--- src/rtl/pwm_pkg.sv ---
// Shared definitions for the PWM capture peripheral: register indices,
// CTRL/STATUS bit positions, FSM encoding and the default counter width.
package pwm_pkg;

  localparam int CNT_W_DEF = 16;

  localparam logic [1:0] REG_CTRL   = 2'd0;
  localparam logic [1:0] REG_PERIOD = 2'd1;
  localparam logic [1:0] REG_HIGH   = 2'd2;
  localparam logic [1:0] REG_EDGES  = 2'd3;

  localparam int BIT_EN    = 0;
  localparam int BIT_IE    = 1;
  localparam int BIT_VALID = 8;
  localparam int BIT_OVF   = 9;

  typedef enum logic [1:0] {
    ST_IDLE    = 2'd0,
    ST_ARM     = 2'd1,
    ST_MEAS_HI = 2'd2,
    ST_MEAS_LO = 2'd3
  } state_t;

endpackage

--- src/rtl/pwm_sync_edge.sv ---
// Multi-flop synchronizer for the asynchronous PWM input followed by a
// one-flop edge detector; rise/fall are single-cycle pulses.
module pwm_sync_edge #(
  parameter int SYNC_STAGES = 2
) (
  input  logic clk,
  input  logic rst,
  input  logic sig,
  output logic lvl,
  output logic rise,
  output logic fall
);

  logic [SYNC_STAGES-1:0] sync_p0;
  logic                   lvl_p1;

  always_ff @(posedge clk or negedge rst) begin
    if (!rst) begin
      sync_p0 <= '0;
      lvl_p1  <= 1'b0;
    end else begin
      sync_p0 <= {sync_p0[SYNC_STAGES-2:0], sig};
      lvl_p1  <= sync_p0[SYNC_STAGES-1];
    end
  end

  // Edge pulses compare the synchronized level against its one-cycle delay.
  assign lvl  = sync_p0[SYNC_STAGES-1];
  assign rise = lvl & ~lvl_p1;
  assign fall = ~lvl & lvl_p1;

endmodule

--- src/rtl/pwm_meter.sv ---
// PWM capture peripheral: measures period and high time of pwmIn in clk
// cycles and exposes CTRL/STATUS, PERIOD, HIGH and EDGES on a simple bus.
module pwm_meter
  import pwm_pkg::*;
#(
  parameter int CNT_W       = CNT_W_DEF,
  parameter int SYNC_STAGES = 2
) (
  input  logic        clk,
  input  logic        rst,
  input  logic        bSel,
  input  logic        bWrite,
  input  logic [1:0]  bAddr,
  input  logic [31:0] bWData,
  output logic [31:0] bRData,
  input  logic        pwmIn,
  output logic        irq
);

  // A measurement aborts one count before the counter would hit all-ones.
  function automatic logic at_limit(input logic [CNT_W-1:0] c);
    return c == ({CNT_W{1'b1}} - CNT_W'(1));
  endfunction

  logic             lvl, rise, fall;
  state_t           state, state_next;
  logic [CNT_W-1:0] cnt, cnt_next;
  logic [CNT_W-1:0] hi_shadow, hi_next;
  logic [CNT_W-1:0] period, high, edges;
  logic             en, ie, valid, ovf;
  logic             ctrl_wr, en_next, commit, sat;
  logic             unused_bits;

  pwm_sync_edge #(.SYNC_STAGES(SYNC_STAGES)) u_sync (
    .clk  (clk),
    .rst  (rst),
    .sig  (pwmIn),
    .lvl  (lvl),
    .rise (rise),
    .fall (fall)
  );

  assign unused_bits = ^{lvl, bWData[31:10], bWData[7:2]};
  assign ctrl_wr     = bSel && bWrite && (bAddr == REG_CTRL);
  // Looking at the written enable lets a disable win over a same-cycle commit.
  assign en_next     = ctrl_wr ? bWData[BIT_EN] : en;

  always_comb begin
    state_next = state;
    cnt_next   = cnt;
    hi_next    = hi_shadow;
    commit     = 1'b0;
    sat        = 1'b0;
    if (!en_next) begin
      state_next = ST_IDLE;
      cnt_next   = '0;
      hi_next    = '0;
    end else begin
      unique case (state)
        ST_IDLE: begin
          state_next = ST_ARM;
          cnt_next   = '0;
        end
        ST_ARM: begin
          if (rise) begin
            state_next = ST_MEAS_HI;
            cnt_next   = CNT_W'(1);
          end
        end
        ST_MEAS_HI: begin
          if (at_limit(cnt)) begin
            sat        = 1'b1;
            state_next = ST_ARM;
            cnt_next   = '0;
          end else begin
            cnt_next = cnt + CNT_W'(1);
            if (fall) begin
              hi_next    = cnt;
              state_next = ST_MEAS_LO;
            end
          end
        end
        ST_MEAS_LO: begin
          if (at_limit(cnt)) begin
            sat        = 1'b1;
            state_next = ST_ARM;
            cnt_next   = '0;
          end else if (rise) begin
            commit     = 1'b1;
            cnt_next   = CNT_W'(1);
            state_next = ST_MEAS_HI;
          end else begin
            cnt_next = cnt + CNT_W'(1);
          end
        end
        default: state_next = ST_IDLE;
      endcase
    end
  end

  always_ff @(posedge clk or negedge rst) begin
    if (!rst) begin
      state     <= ST_IDLE;
      cnt       <= '0;
      hi_shadow <= '0;
      en        <= 1'b0;
      ie        <= 1'b0;
      valid     <= 1'b0;
      ovf       <= 1'b0;
      period    <= '0;
      high      <= '0;
      edges     <= '0;
    end else begin
      state     <= state_next;
      cnt       <= cnt_next;
      hi_shadow <= hi_next;
      if (ctrl_wr) begin
        en <= bWData[BIT_EN];
        ie <= bWData[BIT_IE];
      end
      // Flag set has priority over a write-1-to-clear in the same cycle.
      valid <= commit | (valid & ~(ctrl_wr & bWData[BIT_VALID]));
      ovf   <= sat    | (ovf   & ~(ctrl_wr & bWData[BIT_OVF]));
      if (commit) begin
        period <= cnt;
        high   <= hi_shadow;
      end
      if (ctrl_wr && bWData[BIT_EN] && !en) edges <= '0;
      else if (commit)                      edges <= edges + CNT_W'(1);
    end
  end

  always_comb begin
    bRData = '0;
    if (bSel) begin
      unique case (bAddr)
        REG_CTRL: begin
          bRData[BIT_EN]    = en;
          bRData[BIT_IE]    = ie;
          bRData[BIT_VALID] = valid;
          bRData[BIT_OVF]   = ovf;
        end
        REG_PERIOD: bRData = 32'(period);
        REG_HIGH:   bRData = 32'(high);
        REG_EDGES:  bRData = 32'(edges);
        default:    bRData = '0;
      endcase
    end
  end

  assign irq = valid && ie;

endmodule
--- config.mk ---
export PLATFORM = sky130hd
export DESIGN_NAME = pwm_meter
export DESIGN_NICKNAME = d
export VERILOG_FILES = /design/src/rtl/pwm_pkg.sv /design/src/rtl/pwm_sync_edge.sv /design/src/rtl/pwm_meter.sv
export SDC_FILE = /design/constraint.sdc
export NUM_CORES = 1
export LEC_CHECK = 0
export CAP_MARGIN = 20
export CORE_MARGIN = 2
export CORE_UTILIZATION = 30
export CTS_CLUSTER_SIZE = 24
export DETAILED_ROUTE_END_ITERATION = 16
export SLEW_MARGIN = 40
export SYNTH_ARGS = -nofsm -noshare
export SYNTH_HDL_FRONTEND = slang
export SYNTH_SLANG_ARGS = --single-unit
export TNS_END_PERCENT = 5
--- constraint.sdc ---
create_clock -name clk -period 2.7 [get_ports clk]
set_input_delay 0.675 -clock clk [delete_from_list [all_inputs] [get_ports clk]]
set_output_delay 0.675 -clock clk [all_outputs]
set_load 0.02 [all_outputs]
==> impl_results.md <==
- Period minus WS final: around 2.6 ns
- CTS buffer count: 9
- Clock transition at path regs: 0.07 ns
- # nets final: 501
- Crit path max fanout: 6
- Die area: 16000 sq um
- Switching share of total power: 29.4%
- Yosys top cell area share: 49.4%
- Reg2reg setup slack: ~0.4 ns
- Crit path launch type: input pin
- Internal Power: around 2.3 mW
- F_max: 380 MHz
- Final HPWL DP: 7560 um
- Worst path slowest cell: mux2_2
- Ports: 72
- RSZ-0062 raised after global routing: false
- Area of the multi-input gates: 2130 sq um
- Max-slew violations: 0
- Final setup violating endpoints: 0
- Gpl congestion: 0.767
- Clock tree from TritonCTS: done
- Routed wire length: 11000 um
- Clk root buf: clkbuf_16
- Total global-route track usage: between 10% and 20%
- Initial core utilization: between 30 and 40%
- DRT Pass-1 Iters: 4
- Synthesis Warnings: 0
- Status: completed
- Critical Path AT: 1.96 ns
- Main area contributors after synthesis: dfrtp_1 49%, mux2_2 11%, buf_4 3.2%, a22o_1 3.1%, xnor2_1 2.5%
- Async SR Flop Fraction: 100%
- Drt first-iter violations: 327
- Hold_buf cts: 0
- Site row count: 44
- Vias: 3323
- Max incr delay on CP: 0.34 ns
- Worst Hold Class: in -> async
- Die span in y: between 100 and 150 um
- Routed len/inst: 17.0 um
- Setup TNS: 0 ns
- PortBufs: 27
- Post-synth top area cell: dfrtp_1
- Largest net degree at the start of global routing: 46
- Dpl ws: -0.585 ns
- Drt drc: 0
- First-pass GRT wire length: 17900 um
- Worst vdd ir: between 0.3 and 0.4 mV
- Die X: 127 um
- Yosys cell types: 50
- Layout area overhead: 22.5%
- Std-Cell Core Area: around 15000 sq um
- ANT cells: 0
- Cell Chain, Critical Path: clkdlybuf4s15_2 > buf_6 > mux2_2 > a22oi_1 > nor2b_1 > clkdlybuf4s15_1
- Register area share after synthesis: between 40% and 50%
- Most frequent cell after synthesis: dfrtp_1
- Layout Skew: 0.00815 ns
- Seq. cell area: 2230 sq um
- Share of cells above drive strength 1: 30.0%
- Period utilisation layout: 97.6%
- CP endpoint kind: output pin
- Worst Tran Pin Value: 0.634 ns
- Clk Latency, worst-skew pair: 0.35 ns
- Worst Setup Slack, final: 0.0651 ns
- Rel. slew slack: 57.2%
- Final hold vios: 0
- Sequential Power Share: approximately 48%
- Avg Cell Area, Syn: 11.2 sq um
- Antenna Nets Post-Route: 0
- Number of global-route vias before repair: 3386
- Worst EP required: just over 2 ns
- WS Path Type: in -> out
- #FFs+latches synth: 89
- Global route total overflow: 0
- Top post-synthesis cells by count: 89 x dfrtp_1, 43 x mux2_2, 26 x nand2_1
- CTS sink count: 89
- Mapped cell area: 4510 sq um
- Clock power share: 36.8%
- Post-synth EDFFs: 0
- H-tree levels: 3
- Clock Path Buffers: 2
- Switching power: 954 uW
- Filler cell count: 1375
- PD cells: between 500 and 600 nW/um^2
- Initial antenna violation count: 0
- Top FF cell, synth: dfrtp_1
- Synth Instances: 403
- Drt via density: 5.13
- Logic pwr share: 15.6%
- Max Cap Viol: 0
- Pleak: 2.44 nW
## placed cells by master (no fill, tap or decap), types with 3 or more instances in the layout
cell             count
dfrtp_1             89
mux2_2              43
buf_4               35
nand2_1             26
nand3_1             21
nor2_1              20
a22o_1              16
conb_1              16
nor2b_1             13
xnor2_1             13
a21oi_1             12
a22oi_1             11
inv_1                9
clkbuf_16            9
nor4_1               8
nand4_1              7
clkdlybuf4s50_1      7
buf_6                7
nor3_1               6
clkdlybuf4s15_2      6
o21ai_0              5
mux4_2               4
mux2i_1              4
or3_1                4
and3_1               4
o311ai_0             4
clkdlybuf4s15_1      4
and2_4               3
a21o_1               3
and4_1               3
ha_1                 3
buf_12               3
## area by class of cell
| type | instances | area share, % |
|---|---|---|
| Clock buffer | 9 | 4.08 |
| Clock inverter | 7 | 0.974 |
| Inverter | 9 | 0.611 |
| Multi-Input combinational cell | 282 | 38.6 |
| Sequential cell | 89 | 40.3 |
| Tap cell | 184 | 4.17 |
| Timing Repair Buffer | 68 | 11.3 |
## state kept, by name (all words and copies together), names as in the netlist, 2 cells and up
register and count:
edges 16, u_sync.sync_p0 2, hi_shadow 16, cnt 16
state 2, high 16, period 16
## stage by stage
| stage | cells | cell area [sq um] | hold WS [ns] | power [mW] | utilization [%] |
|---|---|---|---|---|---|
| after floorplan | 418 | 4570 | 0.331 | 1.86 | - |
| after global placement | 629 | 5160 | 0.332 | 2.05 | 35.3 |
| after CTS | 647 | 5500 | 0.338 | 3.28 | 37.7 |
| after global routing | 648 | 5530 | 0.350 | 3.40 | 37.9 |
| final | 648 | 5530 | 0.309 | 3.25 | 37.9 |
| after detailed placement | 629 | 5160 | 0.336 | 2.07 | 35.4 |
## worst paths after layout
path,cells after the start,from,endpoint
max,6,bAddr[1],bRData[14]
min,1,rst,hi_shadow[4]
max reg2reg,5,cnt[1],hi_shadow[11]
min reg2reg,0,u_sync.sync_p0[0],u_sync.sync_p0[1]
max in group asynchronous,2,rst,high[11]
min in group clk,0,u_sync.sync_p0[0],u_sync.sync_p0[1]
## timing repair
action | 4_1_cts | 5_1_grt
pin swaps | 3 | 2
buffers inserted | 1 | 1
resized for setup | 64 | 9
endpoints found under the setup margin | 65 | 44
cloned | 1 | 0
## metal layers
metal  global-route usage, %  routed length [um]  part of all wire [%]  vias up
met4                    6.01                 242                   2.2        0
met1                    18.6                5000                    45     1690
met5                       0                   0                     0        -
li1                        -                   -                     -     1542
met3                    3.16                 509                   4.6       17
met2                    22.9                5250                    48       74
## cells by family after synthesis
| kind of cell | share of synthesized area (%) |
|---|---|
| and+or+nand+nor | 16.5 |
| DFF | 49.4 |
| AOI/OAI and AO/OA | 10.1 |
| muxes | 14.8 |
| buffers and inverters | 5.91 |
| xor gates and xnor gates | 2.52 |
| adders and majority gates | 0.832 |
| other | 0.0831 |
## power groups by stage
stage                     logic, mW  clock network, mW  registers (mW)
final                         0.508               1.20            1.55
after CTS                     0.513               1.22            1.54
after global placement        0.488                  0            1.56
after global routing          0.562               1.28            1.56
after floorplan               0.333                  0            1.53
after detailed placement      0.503                  0            1.56
## critical path, delay by kind of cell
family          cells  cell delay (ns)
simple gates        1             0.06
mux                 1             0.34
compound gates      1             0.19
buf+inv             3             0.69
Power figures use the tool's default switching activity.
